$ cat src/rtl/wb_pkg.sv
// wb_pkg: shared source indices, widths, FIFO state encoding and queue entry type
package wb_pkg;
   localparam int WB_SRC_ALU   = 0;
   localparam int WB_SRC_LS    = 1;
   localparam int WB_SRC_HI    = 2;
   localparam int WB_SRC_LO    = 3;
   localparam int WB_SRC_SE1   = 4;
   localparam int WB_SRC_SE16  = 5;
   localparam int WB_SRC_SHL16 = 6;
   localparam int WB_SRC_EXC   = 7;
   localparam int WB_SRC_SHIFT = 8;
   localparam int WB_NUM_SRC   = 9;
   localparam int WB_SEL_W     = 5;
   localparam int WB_REG_W     = 5;
   typedef enum logic [1:0] {ST_EMPTY, ST_PARTIAL, ST_FULL} fifo_state_t;
   typedef struct packed {
      logic [31:0]         data;
      logic [WB_REG_W-1:0] addr;
   } wb_entry_t;
endpackage

$ cat src/rtl/wb_fifo.sv
// wb_fifo: in-order DEPTH x W synchronous FIFO with registered full/empty state
module wb_fifo import wb_pkg::*; #(
   parameter int W = 37,
   parameter int DEPTH = 4,
   localparam int AW = $clog2(DEPTH)
) (
   input  logic               clk,
   input  logic               reset,
   input  logic               push,
   input  logic               pop,
   input  logic [W-1:0]       din,
   output logic [W-1:0]       dout,
   output logic [AW:0]        count,
   output logic               full,
   output logic               empty,
   output logic [AW-1:0]      rd_ptr,
   output logic [DEPTH*W-1:0] mem_flat
);
   logic [W-1:0]  mem [DEPTH];
   logic [AW-1:0] wr_ptr;
   logic [AW:0]   count_nxt;
   logic          do_push, do_pop;
   fifo_state_t   state;

   assign do_push   = push && !full;
   assign do_pop    = pop && !empty;
   assign count_nxt = count + (AW+1)'(do_push) - (AW+1)'(do_pop);
   assign full      = state == ST_FULL;
   assign empty     = state == ST_EMPTY;
   assign dout      = mem[rd_ptr];

   for (genvar k = 0; k < DEPTH; k++) begin : g_flat
      assign mem_flat[k*W +: W] = mem[k];
   end

   // Storage, pointers, count and the occupancy state that drives full/empty
   always_ff @(posedge clk or posedge reset) begin
      if (reset) begin
         mem    <= '{default: '0};
         wr_ptr <= '0;
         rd_ptr <= '0;
         count  <= '0;
         state  <= ST_EMPTY;
      end else begin
         if (do_push) begin
            mem[wr_ptr] <= din;
            wr_ptr      <= wr_ptr + 1'b1;
         end
         if (do_pop) rd_ptr <= rd_ptr + 1'b1;
         count <= count_nxt;
         state <= count_nxt == '0 ? ST_EMPTY :
                  count_nxt == (AW+1)'(DEPTH) ? ST_FULL : ST_PARTIAL;
      end
   end
endmodule

$ cat src/rtl/wb_select_queue.sv
// wb_select_queue: registered writeback source selector feeding an in-order queue; WB_BYPASS_EN adds a forwarding search
module wb_select_queue import wb_pkg::*; #(
   parameter int DATA_W = 32,
   parameter int NUM_SRC = WB_NUM_SRC,
   parameter int SEL_W = WB_SEL_W,
   parameter int DEPTH = 4
) (
   input  logic                      clk,
   input  logic                      reset,
   input  logic                      in_valid,
   output logic                      in_ready,
   input  logic [SEL_W-1:0]          in_sel,
   input  logic [WB_REG_W-1:0]       in_dest,
   input  logic [NUM_SRC*DATA_W-1:0] src_bus,
   output logic                      wb_valid,
   input  logic                      wb_ready,
   output logic [DATA_W-1:0]         wb_data,
   output logic [WB_REG_W-1:0]       wb_addr,
   output logic                      sel_err,
   input  logic [WB_REG_W-1:0]       fwd_addr,
   output logic                      fwd_hit,
   output logic [DATA_W-1:0]         fwd_data
);
   localparam int W  = DATA_W + WB_REG_W;
   localparam int AW = $clog2(DEPTH);

   logic               accept, push, pop, full, empty, sel_ok;
   logic [DATA_W-1:0]  sel_data;
   logic [W-1:0]       head;
   logic [AW:0]        count;
   logic [AW-1:0]      rd_ptr;
   logic [DEPTH*W-1:0] mem_flat;

   assign in_ready = !full;
   assign accept   = in_valid && in_ready;
   assign sel_ok   = 32'(in_sel) < NUM_SRC;
   assign push     = accept && in_dest != '0;
   assign wb_valid = !empty;
   assign pop      = wb_valid && wb_ready;
   assign wb_data  = wb_valid ? head[W-1 -: DATA_W] : '0;
   assign wb_addr  = wb_valid ? head[WB_REG_W-1:0] : '0;

   // Pick the requested source word; selects beyond the last source fall through to zero
   always_comb begin
      sel_data = '0;
      for (int i = 0; i < NUM_SRC; i++)
         if (in_sel == SEL_W'(i)) sel_data = src_bus[i*DATA_W +: DATA_W];
   end

   // Sticky record that an out-of-range select was ever accepted
   always_ff @(posedge clk or posedge reset) begin
      if (reset) sel_err <= 1'b0;
      else if (accept && !sel_ok) sel_err <= 1'b1;
   end

   wb_fifo #(.W(W), .DEPTH(DEPTH)) u_fifo (
      .clk     (clk),
      .reset   (reset),
      .push    (push),
      .pop     (pop),
      .din     ({sel_data, in_dest}),
      .dout    (head),
      .count   (count),
      .full    (full),
      .empty   (empty),
      .rd_ptr  (rd_ptr),
      .mem_flat(mem_flat)
   );

`ifdef WB_BYPASS_EN
   // Walk queued entries oldest to youngest so the youngest match wins
   always_comb begin
      logic [AW-1:0] idx;
      idx      = '0;
      fwd_hit  = 1'b0;
      fwd_data = '0;
      for (int i = 0; i < DEPTH; i++) begin
         idx = rd_ptr + AW'(i);
         if ((AW+1)'(i) < count && fwd_addr != '0 && mem_flat[idx*W +: WB_REG_W] == fwd_addr) begin
            fwd_hit  = 1'b1;
            fwd_data = mem_flat[idx*W + WB_REG_W +: DATA_W];
         end
      end
   end
`else
   logic unused_bypass;
   assign fwd_hit       = 1'b0;
   assign fwd_data      = '0;
   assign unused_bypass = &{1'b0, fwd_addr, count, rd_ptr, mem_flat};
`endif
endmodule

$ cat config.mk
export PLATFORM = sky130hd
export DESIGN_NAME = wb_select_queue
export DESIGN_NICKNAME = d
export VERILOG_FILES = /design/src/rtl/wb_pkg.sv /design/src/rtl/wb_fifo.sv /design/src/rtl/wb_select_queue.sv
export SDC_FILE = /design/constraint.sdc
export NUM_CORES = 1
export LEC_CHECK = 0
export CAP_MARGIN = 20
export CORE_ASPECT_RATIO = 1.2
export CORE_UTILIZATION = 50
export CTS_CLUSTER_DIAMETER = 120
export DETAILED_ROUTE_END_ITERATION = 8
export PLACE_DENSITY = 0.88
export SLEW_MARGIN = 20
export SYNTH_ARGS = -nofsm -noshare
export SYNTH_HDL_FRONTEND = slang
export SYNTH_SLANG_ARGS = --single-unit
$ cat constraint.sdc
create_clock -name clk -period 7.5 [get_ports clk]
set_input_delay 0.75 -clock clk [delete_from_list [all_inputs] [get_ports clk]]
set_output_delay 0.75 -clock clk [all_outputs]
set_load 0.05 [all_outputs]
# Yosys cells after proc, flatten, opt, wreduce, memory -nomap -nowiden
# Index checks and enable logic that the tools add are counted.
# totals
wordCells	62
reg_bits	158
output_inout_bits	73
input_bits	307
# classes
order_cmp	4
n_reduce_logical	14
addsub	4
n_bitwise	2
mux	19
eq_ne	10
# op_table
operator	count
two-way mux 32 bit	10
bitwise mux 148 bit	1
two-way mux 37 bit	3
binary-select mux 37 bit (select 2 bit)	1
demux 37 bit (select 2 bit)	1
== test 5 x 3 -> 1 bit (second input constant)	4
== test 5 x 2 -> 1 bit (second input constant)	2
logical AND 1 bit	7
greater-or-equal comparator 3 bit (second input constant)	2
inverter 2 -> 3 bit	2
== test 5 x 1 -> 1 bit (second input constant)	1
== test 5 x 4 -> 1 bit (second input constant)	1
zero test 5 bit	1
< comparator 5 x 4 -> 1 bit (second input constant)	1
two-way mux 5 bit	1
nonzero test 5 bit	1
adder 2 x 1 -> 2 bit (second input constant)	2
two-way mux 2 bit	2
adder 3 x 1 -> 3 bit	1
== test 3 bit (second input constant)	1
zero test 1 bit	3
zero test 3 bit	1
< comparator 3 x 1 -> 1 bit (second input constant)	1
subtractor 3 x 1 -> 3 bit	1
other kinds (2)	2

# Depth between registers and ports, before layout
# logic_depth
depth_word	11
ltp_mapped	10
depth_no_buf	10

# By module
# Synthesis repeated with hierarchy kept, for this count alone.
# hier_totals
hier_cells	796
area_unflattened_um2	10468.8
# by_module_without_submodules
mod	n_inst	seq_area_each_um2	area_each_um2	cells_per_inst
wb_fifo	1	3928.8	7512.2	397
wb_select_queue	1	25.0	2956.6	399

# Worst setup path before layout
# Ideal clock, no wire load.
# synth_timing
path_type	flip-flop to output port
from	register u_fifo.rd_ptr[0]
to	output wb_data[18]
t_required_ns	6.750
n_path_buf	2
slack_ns	4.954
path_stages_with_launch	5
arrival_ns	1.796
cell_sequence	dfrtp_1 -> buf_2 -> buf_2 -> mux4_2 -> and2_1
# synth_between
elab_chain_len	5
# synth_lines
item	line_no	rtl
start, declared	wb_fifo.sv:16	output logic [AW-1:0] rd_ptr,
start signal, assigned	wb_fifo.sv:49	if (do_pop) rd_ptr <= rd_ptr + 1'b1;
inverter 2 -> 3 bit (not written as such)	wb_fifo.sv:30	assign dout = mem[rd_ptr];
binary-select mux 37 bit (select 2 bit)	wb_fifo.sv:30	
two-way mux 37 bit (not written as such) (2 in a row)	wb_fifo.sv:30	
two-way mux 32 bit	wb_select_queue.sv:40	assign wb_data = wb_valid ? head[W-1 -: DATA_W] : '0;
end, declared	wb_select_queue.sv:17	output logic [DATA_W-1:0] wb_data,
# No other way between the ends. The select of a mux whose other input is x is not followed.

# Worst setup path after layout
# layout_timing
from	input in_sel[2]
to	register u_fifo.mem (netlist bit u_fifo.mem_flat[146])
# layout_between
elab_chain_len	11
elab_cells_between_ends	19
classes_between	eq/ne (8); mux (10); reduce/logical (1)
# layout_lines
item	line_no	rtl
start, declared	wb_select_queue.sv:12	input logic [SEL_W-1:0] in_sel,
zero test 5 bit	wb_select_queue.sv:47	if (in_sel == SEL_W'(i)) sel_data = src_bus[i*DATA_W +: DATA_W];
two-way mux 32 bit (8 in a row)	wb_select_queue.sv:47	
two-way mux 32 bit (*)	wb_select_queue.sv:47	
bitwise mux 148 bit (*)	wb_fifo.sv:46	mem[wr_ptr] <= din;
end signal, assigned by index	wb_fifo.sv:46	
end, declared	wb_fifo.sv:19	logic [W-1:0] mem [DEPTH];
# Every way passes the cells marked *; elsewhere a longest branch is shown, timed or not.
# A chain may end at the register's enable or synchronous reset.

==> results.txt <==
First-pass GRT wire length: 58630 µm
WL/cell: 22.75 µm
Met2 wire len: 18710 µm
H-tree depth: 4
FF-to-FF Start: u_fifo.state[1]
CTS tree: yes
CTS Buffer Depth: 2
Fin. Hold Viols: 0
Drt pass-1 iters: 6
Finished Layout Cells: 1679
Clock sink count: 158
Maximum VDD drop: 0.3785 mV
Max Cap Viol: 0
Mux cell area share after synthesis: 9.880%
Final GP Congestion: 0.9342
CP Cell Sequence: clkdlybuf4s50_1 > nor4b_4 > buf_4 > a222oi_1 > a2111oi_4 > o31ai_1
Dpl cells: 1644
Die ar.: 22020 µm²
HP Class: reg -> reg
#FFs+latches synth: 158
Starting Density: 51.09%
Mapped Area: 10710 µm²
Post-route ant nets: 0
P&R area growth vs syn: 36.35%
CP required: 7.77 ns
Max Clock Skew: 0.008951 ns
Vias: 10750
Largest net degree at the start of global routing: 81
Reg2Reg Depth: 10
Post-Synth XOR/XNOR Area: 0.4087%
Final #Nets: 1707
Most frequent cells in the layout: 339 x clkdlybuf4s50_1, 156 x dfrtp_1, 153 x nand2_1
Die extent in x: 135.6 µm
Via density: 6.405
Period Utilization, post-route: 52.36%
Syn avg cell area: 9.498 µm²
Drt drc: 0
RSZ-0062 raised after global routing: no
Commonest non-fill, non-tap cell in the layout: clkdlybuf4s50_1
Syn Inst Count: 1128
Top sig layer: met4
1st-iter DRT viols: 1124
PwrDens: 310.5 nW/µm²
Delay-heaviest family, CP: buffers and inverters
Largest family of logic cells by synthesized area: compound AO/OA/AOI/OAI gates
Reg2reg end: u_fifo.state[1]
Vias in the first global route: 10670
Top_reg_cell synth: dfrtp_1
Crit path max fanout: 45
Hold endpoint: u_fifo.mem_flat[63]
Leak pwr: 6.081 nW
Layout cell share with drive strength beyond 1: 11.95%
Crit path buf inv count: 2
WP depth: 6
DRT Wirelength: 38200 µm
Sum Neg Setup Slack: 0 ns
Async set or reset register ratio after synthesis: 100.0%
Hold_buf cts: 0
Synth cell types: 57
Height of the die: 162.4 µm
CTS buffer count: 17
Hpwl dp: 26540 µm
Skew-Pair Late Insertion Delay: 0.42 ns
GR Overflow Total: 0
Min Clock Period, post-route: 3.927 ns
Setup CP Type: in -> reg
Status: finished clean
Hold path depth: 2
Tightest Pin Transition: 1.120 ns
Post-Synth Adder-Cell Area: 0.8875%
Number of synthesized flops with an enable pin: 0
Simple logic cell fraction of the synthesized area: 17.65%
Fin. max-slew vios: 0
Row cnt: 58
Post-synthesis compound-gate area fraction: 26.65%
Met3 wire length: 3199 µm
Endpoints failing setup: 0
Max Fclk: 254.7 MHz
Ports: 380
Startpoint Class: input pin
Sequential area share after synthesis: 36.90%
Yosys warns: 0
Crit. End Element: flop
Hold Crit Start: u_fifo.mem_flat[63]
Setup Buffers After CTS: 0
Critical path arrival: 4.20 ns
Setup slack, reg-to-reg: 4.67 ns
Tot Pwr: 4.536 mW
CTS root buffer: clkbuf_16
CP max stage delay: 0.97 ns
GRT Util Overall: 35.21%
Routed met1 length: 14530 µm
CORE AREA: 20970 µm²
Relative slew slack: 25.24%
Clk slew on worst S/H paths: 0.06 ns
Antenna violations before repair: 0
Critical-path top delay cell: nor4b_4
IO Port Bufs: 341
Post-cts gate resize count: 0
[area by class of cell]
| cell class | instances | area (µm²) |
|---|---|---|
| fillers | 1540 | 6364 |
| flip-flops and latches | 158 | 3956 |
| clock inverters | 11 | 103.9 |
| well taps | 270 | 337.8 |
| inverters | 10 | 42.54 |
| repair buffers | 363 | 3571 |
| multi-input cells | 843 | 6120 |
| clock buffers | 21 | 470.5 |
| diodes | 3 | 7.507 |
[worst max-delay path by stage]
stage | from | endpoint | slack, ns
finish | in_sel[2] | u_fifo.mem_flat[146] | 3.57
global route | in_sel[2] | u_fifo.mem_flat[105] | 3.51
CTS | in_sel[2] | u_fifo.mem_flat[70] | 3.67
detailed placement | in_sel[2] | u_fifo.mem_flat[146] | 3.26
global placement | in_sel[2] | u_fifo.mem_flat[109] | 3.33
floorplan | reset | sel_err | 2.49
[flip-flops by register name (all words and copies together) (netlist names)]
| signal | cells |
|---|---|
| u_fifo.count | 3 |
| sel_err | 1 |
| u_fifo.rd_ptr | 2 |
| u_fifo.wr_ptr | 2 |
| u_fifo.state | 2 |
| u_fifo.mem_flat | 148 |
[stage by stage]
stage          area, µm²  hold slack [ns]  util, %  setup slack [ns]
2_1_floorplan      10830           0.4370        -             2.487
3_3_place_gp       14020           0.4526    66.87             3.325
3_5_place_dp       14020           0.4619    66.87             3.255
4_1_cts            14600           0.4771    69.61             3.673
5_1_grt            14600           0.4953    69.62             3.505
6_report           14610           0.4733    69.66             3.573
[Yosys cell counts (6+ instances only)]
cell,count,area share (%)
nand2b_1,37,2.2
and2_1,38,2.2
o21ai_1,89,4.2
a32oi_1,31,2.5
buf_2,28,1.3
a2111oi_4,10,2.6
nand3_1,53,2.5
buf_1,7,0.25
a22oi_1,26,1.8
clkbuf_1,65,2.3
nor2_1,24,0.84
mux2_2,20,2.1
o21ai_0,82,3.8
buf_4,48,3.4
o31ai_1,40,2.8
and3b_1,32,2.6
o22a_1,21,1.7
a222oi_1,30,2.8
dfrtp_1,158,37
inv_1,10,0.35
o31ai_2,20,2.3
a21oi_1,14,0.65
nand2_1,157,5.5
mux4_2,37,7.8
ha_1,6,0.70
[report_power, final]
part	total [mW]	internal [mW]	switching, mW
Clock	0.834	0.486	0.348
Sequential	1.48	1.23	0.258
Combinational	2.22	0.957	1.26
[cells by family (layout without fill, tap and decap cells)]
| family | count (synthesis) | after routing |
|---|---|---|
| AOI/OAI and AO/OA | 379 | 379 |
| xor gates and xnor gates | 5 | 5 |
| adders and majority gates | 7 | 7 |
| buffers and inverters | 159 | 405 |
| DFF | 158 | 158 |
| muxes | 57 | 57 |
| other | 1 | 36 |
| and+or+nand+nor | 362 | 362 |
[per-layer routing]
| layer | vias up | track usage, % |
|---|---|---|
| met5 | - | 0 |
| met4 | 0 | 16.39 |
| met3 | 130 | 5.851 |
| met2 | 632 | 57.93 |
| met1 | 5288 | 45.16 |
| li1 | 4704 | - |
[worst reg2reg max path: stages (launching register included)]
cell	delay [ns]
dfrtp_1	0.37
or2_2	0.57
and2_1	0.33
ha_1	0.30
inv_1	0.06
ha_1	0.14
inv_1	0.05
fa_1	0.40
xnor2_1	0.21
xnor2_1	0.17
nor2b_1	0.16
No activity file was read; power rests on OpenSTA's default activity.
